`config.mk`:
```
export PLATFORM = sky130hd
export DESIGN_NAME = multicycle_control_fsm_flat
export DESIGN_NICKNAME = d
export VERILOG_FILES = /design/src/rtl/multicycle_control_fsm_if.sv /design/src/rtl/multicycle_control_fsm.sv /design/src/flat_wrapper.sv
export SDC_FILE = /design/constraint.sdc
export NUM_CORES = 1
export LEC_CHECK = 0
export BUFFER_PORTS_ARGS = -buffer_cell sky130_fd_sc_hd__buf_2
export CELL_PAD_IN_SITES_DETAIL_PLACEMENT = 0
export CELL_PAD_IN_SITES_GLOBAL_PLACEMENT = 1
export CORE_UTILIZATION = 35
export DETAILED_ROUTE_END_ITERATION = 8
export GPL_ROUTABILITY_DRIVEN = 0
export MAX_ROUTING_LAYER = met4
export PLACE_DENSITY = 0.86
export SYNTH_ARGS = -nofsm -noshare
export SYNTH_HDL_FRONTEND = slang
export SYNTH_SLANG_ARGS = --single-unit
```
`constraint.sdc`:
```
create_clock -name clk -period 4.9 [get_ports clk]
set_input_delay 0.98 -clock clk [delete_from_list [all_inputs] [get_ports clk]]
set_output_delay 0.98 -clock clk [all_outputs]
set_load 0.01 [all_outputs]
```
`src/rtl/multicycle_control_fsm_if.sv`:
```
// Control bundle between the multi-cycle controller, the IR/datapath and the memory port.
// master = controller side, slave = datapath/memory side.
interface multicycle_control_fsm_if;
  logic [6:0] op_i;
  logic [2:0] funct3_i;
  logic       zero_i;
  logic       mem_ready_i;
  logic       pc_write_o;
  logic       pc_src_o;
  logic       ir_write_o;
  logic [2:0] imm_sel_o;
  logic [1:0] alu_src_a_o;
  logic [1:0] alu_src_b_o;
  logic [1:0] alu_op_o;
  logic       mem_req_o;
  logic       mem_we_o;
  logic       i_or_d_o;
  logic       reg_write_o;
  logic [1:0] wb_sel_o;
  logic       instr_done_o;
  logic       illegal_o;
  logic       bus_err_o;
  logic [3:0] state_o;

  modport master (
    input  op_i, funct3_i, zero_i, mem_ready_i,
    output pc_write_o, pc_src_o, ir_write_o, imm_sel_o, alu_src_a_o, alu_src_b_o,
           alu_op_o, mem_req_o, mem_we_o, i_or_d_o, reg_write_o, wb_sel_o,
           instr_done_o, illegal_o, bus_err_o, state_o
  );

  modport slave (
    output op_i, funct3_i, zero_i, mem_ready_i,
    input  pc_write_o, pc_src_o, ir_write_o, imm_sel_o, alu_src_a_o, alu_src_b_o,
           alu_op_o, mem_req_o, mem_we_o, i_or_d_o, reg_write_o, wb_sel_o,
           instr_done_o, illegal_o, bus_err_o, state_o
  );
endinterface

```
`src/rtl/multicycle_control_fsm.sv`:
```
// Main control FSM of the multi-cycle RISC-V core: sequences fetch/decode/execute/mem/wb over
// a shared ALU and a unified memory port, with a per-access memory timeout.
module multicycle_control_fsm #(
  parameter int MEM_TIMEOUT = 255
) (
  input  logic                      clk,
  input  logic                      reset,
  multicycle_control_fsm_if.master  bus
);

  typedef enum logic [3:0] {
    S_INIT = 4'd0, S_FETCH = 4'd1, S_DECODE = 4'd2, S_EXEC_R = 4'd3, S_EXEC_I = 4'd4,
    S_MEM_ADDR = 4'd5, S_MEM_RD = 4'd6, S_MEM_WR = 4'd7, S_WB_ALU = 4'd8, S_WB_MEM = 4'd9,
    S_BRANCH = 4'd10, S_JAL = 4'd11, S_LUI = 4'd12, S_TRAP = 4'd13
  } state_t;

  localparam logic [6:0] OP_R   = 7'b0110011;
  localparam logic [6:0] OP_I   = 7'b0010011;
  localparam logic [6:0] OP_LD  = 7'b0000011;
  localparam logic [6:0] OP_ST  = 7'b0100011;
  localparam logic [6:0] OP_BR  = 7'b1100011;
  localparam logic [6:0] OP_JAL = 7'b1101111;
  localparam logic [6:0] OP_LUI = 7'b0110111;

  localparam int CW = (MEM_TIMEOUT > 1) ? $clog2(MEM_TIMEOUT + 1) : 1;
  localparam logic [CW-1:0] LAST = CW'((MEM_TIMEOUT > 0) ? MEM_TIMEOUT - 1 : 0);

  state_t        r_state, w_next;
  logic [CW-1:0] r_cnt;
  logic          r_illegal, r_bus_err;
  logic          w_wait_st, w_timeout;
  logic [2:0]    w_imm;
  logic          w_unused;

  assign w_unused  = &{1'b0, bus.funct3_i[2:1]};
  assign w_wait_st = (r_state == S_FETCH) || (r_state == S_MEM_RD) || (r_state == S_MEM_WR);
  // A ready on the final allowed cycle still completes the access.
  assign w_timeout = (MEM_TIMEOUT != 0) && w_wait_st && !bus.mem_ready_i && (r_cnt == LAST);

  always_comb begin
    case (bus.op_i)
      OP_I, OP_LD: w_imm = 3'd0;
      OP_ST:       w_imm = 3'd1;
      OP_LUI:      w_imm = 3'd2;
      OP_BR:       w_imm = 3'd3;
      OP_JAL:      w_imm = 3'd4;
      default:     w_imm = 3'd0;
    endcase
  end

  always_ff @(posedge clk or negedge reset) begin
    if (!reset) begin
      r_state   <= S_INIT;
      r_cnt     <= '0;
      r_illegal <= 1'b0;
      r_bus_err <= 1'b0;
    end else begin
      r_state   <= w_next;
      // Any state change clears the counter, so every wait state is entered with zero.
      if (w_next != r_state)
        r_cnt <= '0;
      else if (w_wait_st && (MEM_TIMEOUT != 0))
        r_cnt <= r_cnt + CW'(1);
      r_illegal <= r_illegal | ((r_state == S_DECODE) && (w_next == S_TRAP));
      r_bus_err <= r_bus_err | w_timeout;
    end
  end

  always_comb begin
    w_next           = r_state;
    bus.pc_write_o   = 1'b0;
    bus.pc_src_o     = 1'b0;
    bus.ir_write_o   = 1'b0;
    bus.imm_sel_o    = 3'd0;
    bus.alu_src_a_o  = 2'd0;
    bus.alu_src_b_o  = 2'd0;
    bus.alu_op_o     = 2'd0;
    bus.mem_req_o    = 1'b0;
    bus.mem_we_o     = 1'b0;
    bus.i_or_d_o     = 1'b0;
    bus.reg_write_o  = 1'b0;
    bus.wb_sel_o     = 2'd0;
    bus.instr_done_o = 1'b0;
    case (r_state)
      S_INIT: w_next = S_FETCH;
      S_FETCH: begin
        bus.mem_req_o   = 1'b1;
        bus.alu_src_b_o = 2'd1;
        if (bus.mem_ready_i) begin
          bus.ir_write_o = 1'b1;
          bus.pc_write_o = 1'b1;
          w_next         = S_DECODE;
        end else if (w_timeout) begin
          w_next = S_TRAP;
        end
      end
      S_DECODE: begin
        bus.alu_src_a_o = 2'd1;
        bus.alu_src_b_o = 2'd2;
        case (bus.op_i)
          OP_R:         w_next = S_EXEC_R;
          OP_I:         w_next = S_EXEC_I;
          OP_LD, OP_ST: w_next = S_MEM_ADDR;
          OP_BR:        w_next = S_BRANCH;
          OP_JAL:       w_next = S_JAL;
          OP_LUI:       w_next = S_LUI;
          default:      w_next = S_TRAP;
        endcase
      end
      S_EXEC_R: begin
        bus.alu_src_a_o = 2'd2;
        bus.alu_op_o    = 2'd2;
        w_next          = S_WB_ALU;
      end
      S_EXEC_I: begin
        bus.alu_src_a_o = 2'd2;
        bus.alu_src_b_o = 2'd2;
        bus.alu_op_o    = 2'd2;
        w_next          = S_WB_ALU;
      end
      S_MEM_ADDR: begin
        bus.alu_src_a_o = 2'd2;
        bus.alu_src_b_o = 2'd2;
        w_next          = (bus.op_i == OP_LD) ? S_MEM_RD : S_MEM_WR;
      end
      S_MEM_RD: begin
        bus.mem_req_o = 1'b1;
        bus.i_or_d_o  = 1'b1;
        if (bus.mem_ready_i)  w_next = S_WB_MEM;
        else if (w_timeout)   w_next = S_TRAP;
      end
      S_MEM_WR: begin
        bus.mem_req_o = 1'b1;
        bus.mem_we_o  = 1'b1;
        bus.i_or_d_o  = 1'b1;
        if (bus.mem_ready_i) begin
          bus.instr_done_o = 1'b1;
          w_next           = S_FETCH;
        end else if (w_timeout) begin
          w_next = S_TRAP;
        end
      end
      S_WB_ALU: begin
        bus.reg_write_o  = 1'b1;
        bus.instr_done_o = 1'b1;
        w_next           = S_FETCH;
      end
      S_WB_MEM: begin
        bus.reg_write_o  = 1'b1;
        bus.wb_sel_o     = 2'd1;
        bus.instr_done_o = 1'b1;
        w_next           = S_FETCH;
      end
      S_BRANCH: begin
        bus.alu_src_a_o  = 2'd2;
        bus.alu_op_o     = 2'd1;
        bus.pc_write_o   = bus.zero_i ^ bus.funct3_i[0];
        bus.pc_src_o     = 1'b1;
        bus.instr_done_o = 1'b1;
        w_next           = S_FETCH;
      end
      S_JAL: begin
        bus.reg_write_o  = 1'b1;
        bus.wb_sel_o     = 2'd2;
        bus.pc_write_o   = 1'b1;
        bus.pc_src_o     = 1'b1;
        bus.instr_done_o = 1'b1;
        w_next           = S_FETCH;
      end
      S_LUI: begin
        bus.reg_write_o  = 1'b1;
        bus.wb_sel_o     = 2'd3;
        bus.instr_done_o = 1'b1;
        w_next           = S_FETCH;
      end
      S_TRAP: w_next = S_TRAP;
      default: w_next = S_INIT;
    endcase
    if (!(r_state inside {S_INIT, S_FETCH, S_TRAP}))
      bus.imm_sel_o = w_imm;
  end

  assign bus.state_o   = r_state;
  assign bus.illegal_o = r_illegal;
  assign bus.bus_err_o = r_bus_err;

endmodule

```
`src/flat_wrapper.sv`:
```
// flat-port wrapper written by rule: the top's interface ports become plain ports
module multicycle_control_fsm_flat 
#(
  parameter int MEM_TIMEOUT = 255
)
  (clk, reset, bus_op_i, bus_funct3_i, bus_zero_i, bus_mem_ready_i, bus_pc_write_o, bus_pc_src_o, bus_ir_write_o, bus_imm_sel_o, bus_alu_src_a_o, bus_alu_src_b_o, bus_alu_op_o, bus_mem_req_o, bus_mem_we_o, bus_i_or_d_o, bus_reg_write_o, bus_wb_sel_o, bus_instr_done_o, bus_illegal_o, bus_bus_err_o, bus_state_o);
  multicycle_control_fsm_if bus_i ();
  input  logic clk;
  input  logic reset;
  input wire logic [$bits(bus_i.op_i)-1:0] bus_op_i;
  input wire logic [$bits(bus_i.funct3_i)-1:0] bus_funct3_i;
  input wire logic [$bits(bus_i.zero_i)-1:0] bus_zero_i;
  input wire logic [$bits(bus_i.mem_ready_i)-1:0] bus_mem_ready_i;
  output wire logic [$bits(bus_i.pc_write_o)-1:0] bus_pc_write_o;
  output wire logic [$bits(bus_i.pc_src_o)-1:0] bus_pc_src_o;
  output wire logic [$bits(bus_i.ir_write_o)-1:0] bus_ir_write_o;
  output wire logic [$bits(bus_i.imm_sel_o)-1:0] bus_imm_sel_o;
  output wire logic [$bits(bus_i.alu_src_a_o)-1:0] bus_alu_src_a_o;
  output wire logic [$bits(bus_i.alu_src_b_o)-1:0] bus_alu_src_b_o;
  output wire logic [$bits(bus_i.alu_op_o)-1:0] bus_alu_op_o;
  output wire logic [$bits(bus_i.mem_req_o)-1:0] bus_mem_req_o;
  output wire logic [$bits(bus_i.mem_we_o)-1:0] bus_mem_we_o;
  output wire logic [$bits(bus_i.i_or_d_o)-1:0] bus_i_or_d_o;
  output wire logic [$bits(bus_i.reg_write_o)-1:0] bus_reg_write_o;
  output wire logic [$bits(bus_i.wb_sel_o)-1:0] bus_wb_sel_o;
  output wire logic [$bits(bus_i.instr_done_o)-1:0] bus_instr_done_o;
  output wire logic [$bits(bus_i.illegal_o)-1:0] bus_illegal_o;
  output wire logic [$bits(bus_i.bus_err_o)-1:0] bus_bus_err_o;
  output wire logic [$bits(bus_i.state_o)-1:0] bus_state_o;
  assign bus_i.op_i = bus_op_i;
  assign bus_i.funct3_i = bus_funct3_i;
  assign bus_i.zero_i = bus_zero_i;
  assign bus_i.mem_ready_i = bus_mem_ready_i;
  assign bus_pc_write_o = bus_i.pc_write_o;
  assign bus_pc_src_o = bus_i.pc_src_o;
  assign bus_ir_write_o = bus_i.ir_write_o;
  assign bus_imm_sel_o = bus_i.imm_sel_o;
  assign bus_alu_src_a_o = bus_i.alu_src_a_o;
  assign bus_alu_src_b_o = bus_i.alu_src_b_o;
  assign bus_alu_op_o = bus_i.alu_op_o;
  assign bus_mem_req_o = bus_i.mem_req_o;
  assign bus_mem_we_o = bus_i.mem_we_o;
  assign bus_i_or_d_o = bus_i.i_or_d_o;
  assign bus_reg_write_o = bus_i.reg_write_o;
  assign bus_wb_sel_o = bus_i.wb_sel_o;
  assign bus_instr_done_o = bus_i.instr_done_o;
  assign bus_illegal_o = bus_i.illegal_o;
  assign bus_bus_err_o = bus_i.bus_err_o;
  assign bus_state_o = bus_i.state_o;
  multicycle_control_fsm #(.MEM_TIMEOUT(MEM_TIMEOUT)) u_core (.clk(clk), .reset(reset), .bus(bus_i));
endmodule
```
Word-level counts from Yosys, hierarchy flattened
Cells that the tools add are included.
{"block": "word_totals", "regBits": 14, "inputBits": 14, "out_inout_bits": 25, "wordCells": 74}
{"block": "classes", "n_addsub": 1, "n_eq_ne": 23, "mux": 24, "bitwise": 3, "reduce_logical": 19}
{"op": "4-bit one-hot mux with 8 select lines", "count": 1}
{"op": "4-bit equality test, second input constant", "count": 7}
{"op": "4-bit one-hot mux with 6 select lines", "count": 1}
{"op": "7-bit by 6-bit equality test with 1-bit output, second input constant", "count": 3}
{"op": "4-bit by 3-bit equality test with 1-bit output, second input constant", "count": 4}
{"op": "4-bit 2-to-1 mux", "count": 4}
{"op": "8-bit 2-to-1 mux", "count": 2}
{"op": "7-bit equality test, second input constant", "count": 2}
{"op": "2-bit one-hot mux with 2 select lines", "count": 3}
{"op": "3-bit one-hot mux with 4 select lines", "count": 1}
{"op": "8-bit by 1-bit adder with 8-bit output, second input constant", "count": 1}
{"op": "4-bit by 2-bit equality test with 1-bit output, second input constant", "count": 2}
{"op": "8-bit equality test, second input constant", "count": 1}
{"op": "1-bit 2-to-1 mux", "count": 8}
{"op": "2-bit OR reduction", "count": 4}
{"op": "4-bit OR reduction", "count": 2}
{"op": "7-bit by 2-bit equality test with 1-bit output, second input constant", "count": 1}
{"op": "7-bit by 5-bit equality test with 1-bit output, second input constant", "count": 1}
{"op": "2-bit one-hot mux with 3 select lines", "count": 1}
{"op": "3-bit OR reduction", "count": 2}
{"op": "6-bit OR reduction", "count": 1}
{"op": "5-bit OR reduction", "count": 1}
{"op": "4-bit by 1-bit equality test with 1-bit output, second input constant", "count": 1}
{"op": "4-bit zero test", "count": 1}
{"op": "11 further kinds", "count": 15}

Logic depth before layout (Yosys ltp)
{"block": "logic_depth", "word_depth": 11, "mapped_depth": 7, "ltp_nobuf": 7}

Worst setup path before layout
OpenSTA, ideal clock, no wires.
{"block": "synth_path", "kind": "in2out", "from": "input port bus_op_i[3]", "to": "output port bus_imm_sel_o[0]", "arrival_ps": 1565, "t_required_ps": 3920, "slack_ps": 2355, "stages": 3, "n_path_buf": 0, "path_cell_list": "and3b_1 > nand2b_1 > nor3_1"}
{"block": "synth_between", "elab_chain_len": 3, "elab_cells_between_ends": 6, "cone_classes": "4 x eq/ne; 2 x mux"}
{"item": "start: declaration", "line": "flat_wrapper.sv:10", "source": "input wire logic [$bits(bus_i.op_i)-1:0] bus_op_i;"}
{"item": "7-bit equality test or 7-bit by 6-bit equality test with 1-bit output (tied branches)", "line": "multicycle_control_fsm.sv:41", "source": "case (bus.op_i)"}
{"item": "3-bit one-hot mux with 4 select lines *", "line": "multicycle_control_fsm.sv:41"}
{"item": "3-bit 2-to-1 mux *", "line": "multicycle_control_fsm.sv:179", "source": "if (!(r_state inside {S_INIT, S_FETCH, S_TRAP}))"}
{"item": "end: declaration", "line": "flat_wrapper.sv:17", "source": "output wire logic [$bits(bus_i.imm_sel_o)-1:0] bus_imm_sel_o;"}
Mark *: on every way between the ends. The rest lies on a longest branch, timed or not.

Worst setup path in the final report
{"block": "layout_path", "from": "register u_core.r_state[0], in the netlist u_core.bus.state_o[0]", "to": "output port bus_mem_req_o"}
{"block": "layout_between", "elab_chain_len": 3, "elab_cells_between_ends": 5, "cone_classes": "3 x eq/ne; 1 x mux; 1 x reduce/logical"}
{"item": "start: declaration", "line": "multicycle_control_fsm.sv:28", "source": "state_t r_state, w_next;"}
{"item": "start signal: assignment", "line": "multicycle_control_fsm.sv:58", "source": "r_state <= w_next;"}
{"item": "4-bit by 3-bit equality test with 1-bit output or 4-bit by 1-bit equality test with 1-bit output (tied branches)", "line": "multicycle_control_fsm.sv:84", "source": "case (r_state)"}
{"item": "3-bit OR reduction (no line) *"}
{"item": "1-bit 2-to-1 mux *", "line": "multicycle_control_fsm.sv:84"}
{"item": "end: declaration", "line": "flat_wrapper.sv:21", "source": "output wire logic [$bits(bus_i.mem_req_o)-1:0] bus_mem_req_o;"}
Marked as above.

==> results by group <==
Status
  – Status: finished, final reports clean

Finish
  – Final net count: 200
  – Layout cells sized above 1: 28.57%
  – Layout Area Growth over Synthesis: 16.54%
  – Most frequent cells in the layout: 36 x buf_2, 14 x dfrtp_1, 9 x nor2_1, 9 x o21ai_0
  – Diode count: 0
  – Fill count: 358
  – Area of the multi-input gates: 874.6 um2
  – Most common cell after layout, fill and taps aside: buf_2
  – Cell area after layout: 0.001534 mm2
  – Register area: 350.3 um2

Critical path
  – Data required time of the worst path: 3.92 ns
  – Critical path origin: u_core.bus.state_o[0]$_DFF_PN0_
  – Crit path max fanout: 21
  – Crit path DAT: 2.16 ns
  – RR Startpoint: u_core.bus.state_o[0]$_DFF_PN0_
  – Critical path type: reg -> out
  – Startpoint types: register
  – Crit end category: output port

Power and ir drop
  – Clock Power Share: 12.2%
  – Power per cell area: 479.8 mW/mm2
  – Pwr Total: 736.0 uW
  – Seq pwr share: 28.6%
  – Int Power: 368.3 uW
  – Worst vdd ir: 0.1872 mV
  – Net Sw Power: 367.7 uW
  – Comb pwr share: 59.3%
  – Net switching fraction of the power: 49.96%
  – Leak: 0.6953 nW

Timing
  – Achievable Freq: 318.0 MHz
  – Setup violators final: 0
  – RSZ-0062 raised after global routing: no
  – Worst slew pin tran: 0.6496 ns
  – Final period util: 64.17%
  – Setup_tns: 0 ns
  – Hold Fails Final Rpt: 0
  – Final Max Slew Viols: 0
  – Final min period: 3.144 ns
  – Slew headroom: 56.69%
  – Clk_skew: 0.002050 ns

Clocking
  – Setup Fix Bufs, Post-CTS: 0
  – Clock root buffer: clkbuf_8
  – Clock Latency Late Sink: 0.24 ns
  – Hold_buf cts: 0
  – Clock Path Buffers: 2
  – CTS clk-pin slew, worst paths: 0.05 ns
  – # H-tree levels: 1
  – CTS sink count: 14
  – Cts bufs inserted: 3
  – Resized cells post-CTS: 0
  – CTS tree: yes

Global route
  – Initial antenna violation count: 0
  – Vias in the first global route: 1154
  – Largest net degree at the start of global routing: 22
  – First-pass GRT wire length: 5.216 mm
  – Overall global routing resource usage: 16.37%
  – Gr ovfl total: 0

Floorplan
  – Die ar.: 0.004010 mm2
  – Die width: 63.33 um
  – # IOs: 39
  – Die H: 63.33 um
  – Core Box Area: 0.003468 mm2
  – Rows: 21
  – Starting Density: 37.95%

Synth
  – Post-synth top area cell: dfrtp_1
  – Post-Syn Nets: 168
  – Warnings, synthesis: 0
  – Seq/Total Area, Yosys: 26.62%
  – Synth top area cells: dfrtp_1 27%, nand2b_1 3.8%, o21ai_0 3.4%
  – Synthesized area: 0.001316 mm2
  – EDFF count, synth: 0
  – Avg Cell Area, Syn: 8.660 um2
  – Yosys top cell area share: 26.62%
  – Synth Flop Type: dfrtp_1
  – Synth cell types: 54
  – Synth async-reset ratio: 100.0%
  – Post-Syn Instances: 152
  – FF+latch count, synth: 14

Drt
  – Initial DRC count: 69
  – Via count: 1251
  – Routed wire length: 3.052 mm
  – Antenna Violating Nets Remaining: 0
  – Average vias per placed instance: 5.487
  – WL per Instance: 13.39 um
  – DRC: 0
  – Pre-antenna DRT Iters: 4

Placement
  – Post-DP Area: 0.001493 mm2
  – PortBufs: 36
  – Post-detail-place hpwl: 2.200 mm

Hold path
  – Hold Path Class: reg -> reg
  – Min-delay src: u_core.bus.bus_err_o$_DFF_PN0_

Run
  – Max cap viols: 0
==> synthesized netlist by cell type, types with 2 or more instances <==
cell / number
clkbuf_1: 3
nor4_2: 3
a21o_1: 2
or3b_1: 2
mux2i_1: 2
dfrtp_1: 14
a211oi_1: 2
a21oi_1: 3
nand2b_1: 8
and3_1: 3
inv_1: 8
o21ba_2: 2
nand3b_1: 2
nand3_1: 5
nand4_1: 5
a22oi_1: 2
nand2_1: 8
ha_1: 2
xor2_1: 5
nor2b_1: 4
and2_1: 3
buf_4: 3
o21ai_0: 9
xnor2_1: 5
nor4_1: 5
nor3_1: 5
buf_6: 2
nor2_1: 9
==> cells by family (layout without fill, tap and decap cells) <==
family	after synthesis	count (layout)	share of synthesized area, %
AND/OR/NAND/NOR	76	76	38.69
AO/OA/AOI/OAI	31	31	17.68
buffers and inverters	17	47	6.939
flip-flops	14	14	26.62
XOR/XNOR	10	10	6.654
adder cells (fa/ha/maj)	2	2	1.901
multiplexers	2	2	1.521
==> worst max-delay path, stage by stage (launching register included) <==
cell and delay (ns):
dfrtp_1 0.76, or3b_1 0.42, a21oi_2 0.50, buf_2 0.24
==> registers in the layout, summed over array words and instances, names as in the netlist <==
signal,count
u_core.r_cnt,8
u_core.bus.state_o,4
u_core.bus.bus_err_o,1
u_core.bus.illegal_o,1
==> metrics by stage <==
step           instances  hold slack (ns)  utilization [%]  setup slack, ns
6_report             228           0.4475            44.23            1.756
5_1_grt              228           0.4835            44.23            1.610
4_1_cts              228           0.4556            44.23            1.736
3_5_place_dp         225           0.4434            43.04            1.984
3_3_place_gp         225           0.4369            43.04            1.980
2_1_floorplan        152           0.4932                -            2.355
==> power by group through the flow <==
stage / registers (mW) / clock network [mW] / logic [mW]
floorplan: 0.162 / 0 / 0.389
global placement: 0.213 / 0 / 0.435
detailed placement: 0.214 / 0 / 0.436
CTS: 0.211 / 0.0939 / 0.439
global route: 0.219 / 0.0996 / 0.480
finish: 0.210 / 0.0895 / 0.436
==> per-layer routing <==
layer | part of all wire, % | wire length (um) | vias up | global-route usage (%)
met5 | 0 | 0 | - | -
met4 | 0.92 | 28 | 0 | 5.114
met3 | 3.7 | 114 | 4 | 1.630
met2 | 46 | 1391 | 31 | 26.20
met1 | 50 | 1517 | 590 | 21.64
li1 | - | - | 626 | -
==> area by class of cell <==
| cell class | instances | area share, % |
|---|---|---|
| Multi-Input combinational cell | 121 | 57.01 |
| Sequential cell | 14 | 22.84 |
| Timing Repair Buffer | 36 | 11.75 |
| Tap cell | 46 | 3.752 |
| Clock buffer | 3 | 2.692 |
| Inverter | 8 | 1.958 |
==> final timing paths <==
| check | slack (ns) | endpoint | cells after the start |
|---|---|---|---|
| setup / recovery | 1.76 | bus_mem_req_o | 3 |
| hold / removal | 0.45 | u_core.bus.bus_err_o$_DFF_PN0_ | 1 |
| setup reg to reg | 2.47 | u_core.r_cnt[2]$_DFFE_PN0P_ | 5 |
| hold reg to reg | 0.45 | u_core.bus.bus_err_o$_DFF_PN0_ | 1 |
| max in group asynchronous | 4.03 | u_core.r_cnt[7]$_DFFE_PN0P_ | 1 |
| min in group asynchronous | 0.63 | u_core.r_cnt[1]$_DFFE_PN0P_ | 1 |
(Power assumes the default switching activity.)
